--- config.mk ---
export PLATFORM = sky130hd
export DESIGN_NAME = dec_onehot_seq_flat
export DESIGN_NICKNAME = d
export VERILOG_FILES = /design/src/rtl/dec_onehot_seq_if.sv /design/src/rtl/dec_onehot_seq.sv /design/src/flat_wrapper.sv
export SDC_FILE = /design/constraint.sdc
export NUM_CORES = 1
export LEC_CHECK = 0
export ABC_CLOCK_PERIOD_IN_PS = 1300
export CAP_MARGIN = 25
export CORE_MARGIN = 2
export CORE_UTILIZATION = 39
export CTS_CLUSTER_DIAMETER = 80
export DETAILED_ROUTE_END_ITERATION = 8
export PLACE_DENSITY = 0.71
export SYNTH_ARGS = -nofsm -noshare
export SYNTH_HDL_FRONTEND = slang
export SYNTH_SLANG_ARGS = --single-unit
--- constraint.sdc ---
create_clock -name clk -period 1.3 [get_ports clk]
set_input_delay 0.325 -clock clk [delete_from_list [all_inputs] [get_ports clk]]
set_output_delay 0.325 -clock clk [all_outputs]
set_load 0.01 [all_outputs]
--- src/rtl/dec_onehot_seq_if.sv ---
// Bus interface for dec_onehot_seq: select/enable/control inputs and the
// registered one-hot outputs. The complementary qn output exists only when
// DEC_SEQ_QN_EN is defined.
//
// Control protocol: there is no ready/valid pair. load and step are
// single-cycle strobes sampled at every rising clk edge. They take effect
// only while en = !nen1 & !nen2 is true. load always wins over a running
// burst. step is ignored while busy is high. done is a one-cycle pulse in
// the cycle after the final burst rotate.
interface dec_onehot_seq_if #(
    parameter int SELW = 3,
    parameter int CNTW = 4
) ();
    localparam int OUTS = 2 ** SELW;

    logic [SELW-1:0] sel;
    logic            nen1;
    logic            nen2;
    logic            load;
    logic            step;
    logic [CNTW-1:0] stepCount;
    logic [OUTS-1:0] q;
    logic            busy;
    logic            done;
`ifdef DEC_SEQ_QN_EN
    logic [OUTS-1:0] qn;
`endif

    // Driver side: the block that controls the decoder.
    modport master (
        output sel, nen1, nen2, load, step, stepCount,
`ifdef DEC_SEQ_QN_EN
        input  qn,
`endif
        input  q, busy, done
    );

    // Decoder side.
    modport slave (
        input  sel, nen1, nen2, load, step, stepCount,
`ifdef DEC_SEQ_QN_EN
        output qn,
`endif
        output q, busy, done
    );
endinterface

--- src/rtl/dec_onehot_seq.sv ---
// dec_onehot_seq: registered 1-of-2**SELW decoder with two active-low
// enables. The decoded one-hot value can be rotated left one position per
// step, or rotated once per cycle for a counted burst.
// Optional feature macro: DEC_SEQ_QN_EN adds the complementary output qn = ~q.
module dec_onehot_seq #(
    parameter int SELW = 3,
    parameter int CNTW = 4
) (
    input  logic              clk,
    input  logic              reset,
    dec_onehot_seq_if.slave   bus,
    output logic              dbg_state_o
);
    localparam int OUTS = 2 ** SELW;

    typedef enum logic {
        ST_IDLE  = 1'b0,
        ST_BURST = 1'b1
    } state_t;

    state_t          state_q, state_d;
    logic [OUTS-1:0] q_q, q_d;
    logic [CNTW-1:0] rem_q, rem_d;
    logic            done_q, done_d;

    logic            en;
    logic [OUTS-1:0] q_rotl;
    logic [OUTS-1:0] sel_dec;

    assign en      = ~bus.nen1 & ~bus.nen2;
    // A zero q rotates to zero, so a step can never create a set bit.
    assign q_rotl  = {q_q[OUTS-2:0], q_q[OUTS-1]};
    assign sel_dec = {{(OUTS-1){1'b0}}, 1'b1} << bus.sel;

    // State, output and burst-counter registers. Reset clears them without waiting for clk.
    always_ff @(posedge clk or posedge reset) begin
        if (reset) begin
            state_q <= ST_IDLE;
            q_q     <= '0;
            rem_q   <= '0;
            done_q  <= 1'b0;
        end else begin
            state_q <= state_d;
            q_q     <= q_d;
            rem_q   <= rem_d;
            done_q  <= done_d;
        end
    end

    // Next state: disable, then load, then burst rotate, then single step, else hold.
    always_comb begin
        state_d = state_q;
        q_d     = q_q;
        rem_d   = rem_q;
        done_d  = 1'b0;
        if (!en) begin
            // Disable aborts everything, including a burst, without a done pulse.
            state_d = ST_IDLE;
            q_d     = '0;
            rem_d   = '0;
        end else if (bus.load) begin
            // A load during a burst restarts it with the new count.
            q_d     = sel_dec;
            rem_d   = bus.stepCount;
            state_d = (bus.stepCount != '0) ? ST_BURST : ST_IDLE;
        end else if (state_q == ST_BURST) begin
            q_d   = q_rotl;
            rem_d = rem_q - 1'b1;
            if (rem_q == CNTW'(1)) begin
                state_d = ST_IDLE;
                done_d  = 1'b1;
            end
        end else if (bus.step) begin
            q_d = q_rotl;
        end
    end

    // Output drive.
    assign bus.q       = q_q;
    assign bus.busy    = (state_q == ST_BURST);
    assign bus.done    = done_q;
    assign dbg_state_o = state_q;
`ifdef DEC_SEQ_QN_EN
    assign bus.qn      = ~q_q;
`endif
endmodule

--- src/flat_wrapper.sv ---
// flat-port wrapper written by rule: the top's interface ports become plain ports
module dec_onehot_seq_flat 
#(
    parameter int SELW = 3,
    parameter int CNTW = 4
)
  (clk, reset, dbg_state_o, bus_sel, bus_nen1, bus_nen2, bus_load, bus_step, bus_stepCount, bus_q, bus_busy, bus_done);
  dec_onehot_seq_if #(.SELW(SELW), .CNTW(CNTW)) bus_i ();
  input  logic clk;
  input  logic reset;
  output logic dbg_state_o;
  input wire logic [$bits(bus_i.sel)-1:0] bus_sel;
  input wire logic [$bits(bus_i.nen1)-1:0] bus_nen1;
  input wire logic [$bits(bus_i.nen2)-1:0] bus_nen2;
  input wire logic [$bits(bus_i.load)-1:0] bus_load;
  input wire logic [$bits(bus_i.step)-1:0] bus_step;
  input wire logic [$bits(bus_i.stepCount)-1:0] bus_stepCount;
  output wire logic [$bits(bus_i.q)-1:0] bus_q;
  output wire logic [$bits(bus_i.busy)-1:0] bus_busy;
  output wire logic [$bits(bus_i.done)-1:0] bus_done;
  assign bus_i.sel = bus_sel;
  assign bus_i.nen1 = bus_nen1;
  assign bus_i.nen2 = bus_nen2;
  assign bus_i.load = bus_load;
  assign bus_i.step = bus_step;
  assign bus_i.stepCount = bus_stepCount;
  assign bus_q = bus_i.q;
  assign bus_busy = bus_i.busy;
  assign bus_done = bus_i.done;
  dec_onehot_seq #(.SELW(SELW), .CNTW(CNTW)) u_core (.clk(clk), .reset(reset), .bus(bus_i), .dbg_state_o(dbg_state_o));
endmodule
==> reports/results.ini <==
[clocking]
cts_max_level = 1
cts_tree = done
clk_latency_ns = 0.27
path_clk_slew_ns = 0.07
clockBufferDepth = 2
ctsRootBufferMaster = clkbuf_4
clock-sinks = 14
cts_buffers = 3

[placed_design]
hpwl_um = 1440
globalplace.congestion = 0.796
io_buffers = 23
dp_cells = 138

[sta]
relSlewSlack = 0.789
skew_ns = 0.00153
max_freq_mhz = 788
hold_viol = 0
fin_crit_ns = 1.27
worstMarginPinSlew_ns = 0.313
setup_viol = 0
min_period_over_period = 0.976
slew_viol_final = 0
hold_slack_ns = 0.343

[route]
drc_errors = 0
detail-route-antenna-nets = 0
drtIter0Drc = 10
post_drt_via_cell_ratio = 5.01
vias = 737
wl_per_cell_um = 12.6
totalWireLength_um = 1850
firstDrtPassIters = 3

[logic_synthesis]
synth_fp_nets = 93
ys_seq_area_frac = 0.439
synth_ff_type = dfrtp_1
syn-mean-instance-area_um2 = 10.2
netlist_area_um2 = 798
synth_cells = 78
synthArstFlopShare = 1.00
ys_seq_elements = 14
yosysUniqueCellTypes = 27
synth-edff-count = 0
yosys_warnings = 0

[floorplan]
pin_count = 24
num_rows = 16
dieWidth_um = 49.2
initial_core_util = 0.411
die_h_um = 49.2
design.die.area_mm2 = 0.00242
core-area_mm2 = 0.00194

[layout]
fin_nets = 137
antenna_cells = 0
num-fill-cells = 182
stdcell_count = 147
drive_above_1_share = 0.250
syn2layout_area_growth_pct = 50.9

[global_routing]
grt_first_pass_wirelength_um = 3240
use_met1 = 0.194
busiest_layer = met2
grt.met2_usage = 0.302
grt_pass1_vias = 745
antenna_found_initial = 0
grtUsageMet3 = 0.0644
grt_max_degree = 15
overflow = 0
grtUsageTotal = 0.176

[power]
peakVddDrop_mv = 0.609
p_leak_nw = 0.568
cellPowerDensity_mw_per_mm2 = 748
power_uw = 901

[worst_setup_path]
required_ns = 0.98
critPathKind = flop to primary output
critPathMaxFanout = 2
critical_path.top_delay_family = flip-flops
worstPathCellList = dlygate4sd2_1
arrival_ns = 0.94
worst_setup_path_end_kind = primary output
worst_path_largest_cell_delay_ns = 0.38
start_kind = flop
cp_num_buf_inv = 1
worst_path_max_delay_cell = dfrtp_1

[run]
cap_viol_max_count = 0

[run_status]
outcome = finished clean

[worst_hold_path]
hold_class = primary input to async pin

[state kept, by name, summed over array words and instances (netlist names)]
signal,cells
u_core.bus.q,8
u_core.bus.done,1
u_core.rem_q,4
u_core.bus.busy,1
[repair_timing]
action,CTS,global route
setup buffers,5,1
resized for setup,16,8
endpoints found under the setup margin,22,15
hold buffers,0,0
pin swaps,1,1
[metrics by stage]
stage          worst slack [ns]  area, um^2  TNS [ns]  utilization
6_report                 0.0310        1200         0        0.620
3_3_place_gp             -0.320        1130     -3.92        0.584
3_5_place_dp             -0.364        1130     -4.28        0.584
4_1_cts                 0.00315        1180         0        0.607
5_1_grt                -0.00412        1200  -0.00412        0.620
2_1_floorplan            0.0756         798         0            -
[cell usage after synthesis, types with 2 or more instances]
cell type | n | area share
dfrtp_1 | 14 | 0.44
nand2_1 | 10 | 0.047
o21ai_0 | 9 | 0.056
a2bb2oi_1 | 8 | 0.088
inv_1 | 4 | 0.019
nor2_1 | 4 | 0.019
a21oi_1 | 3 | 0.019
buf_4 | 2 | 0.019
ha_1 | 2 | 0.031
nand3_1 | 2 | 0.013
nor2b_1 | 2 | 0.016
nor4b_4 | 2 | 0.060
xnor2_1 | 2 | 0.022
[power breakdown]
part	internal [mW]	leakage [nW]	switching [mW]
clock	0.107	0.0138	0.124
combinational	0.116	0.363	0.0910
sequential	0.451	0.191	0.0120
[cells in the final DEF, fill, tap and decap left out]
cell type / n
ha_1: 2
o21ai_1: 1
nor2_4: 1
nor3_4: 1
nand2b_1: 1
and4_1: 1
nor4b_4: 2
and4bb_2: 1
xor2_1: 1
clkbuf_4: 3
inv_1: 4
a21boi_1: 1
nor2_1: 4
dfrtp_1: 14
nand2_2: 1
clkdlybuf4s15_1: 8
a2bb2oi_2: 1
o21ai_0: 9
xnor2_1: 2
o41ai_1: 1
nor2b_1: 2
a211o_1: 1
clkdlybuf4s50_1: 9
nand2_1: 10
nand3_1: 2
a21oi_1: 3
dlygate4sd2_1: 6
a21bo_2: 1
and2_1: 1
buf_4: 19
a2bb2oi_1: 7
[routing by layer]
metal,routed length [um],part of all wire
met5,0,0
met3,113,0.061
met1,736,0.40
met4,41,0.022
met2,954,0.52
[final timing paths]
check                           cells after the start  slack, ns               to             from
max in group asynchronous                           3       0.79  u_core.bus.q[6]            reset
worst max-delay path                                1       0.03         bus_q[1]  u_core.bus.q[1]
min in group clk                                    1       0.58  u_core.bus.q[5]  u_core.bus.q[5]
worst min register to register                      1       0.58  u_core.bus.q[5]  u_core.bus.q[5]
worst min-delay path                                3       0.34  u_core.rem_q[2]            reset
worst max register to register                      4       0.09  u_core.rem_q[1]  u_core.rem_q[0]
[kinds of logic after synthesis]
| family | Yosys count | synth area share |
|---|---|---|
| and+or+nand+nor | 27 | 0.232 |
| xor gates and xnor gates | 3 | 0.0329 |
| DFF | 14 | 0.439 |
| AOI/OAI and AO/OA | 25 | 0.213 |
| buffers and inverters | 7 | 0.0517 |
| adders and majority gates | 2 | 0.0313 |
[area by class of cell]
class | instances | area, um^2 | area share
timing repair buffer | 42 | 365 | 0.303
sequential | 14 | 350 | 0.291
inverter | 4 | 15.0 | 0.0125
clock buffer | 3 | 22.5 | 0.0187
multi-input combinational | 57 | 418 | 0.347
tap | 27 | 33.8 | 0.0280
Note: power is estimated with default switching activity, not from simulation.
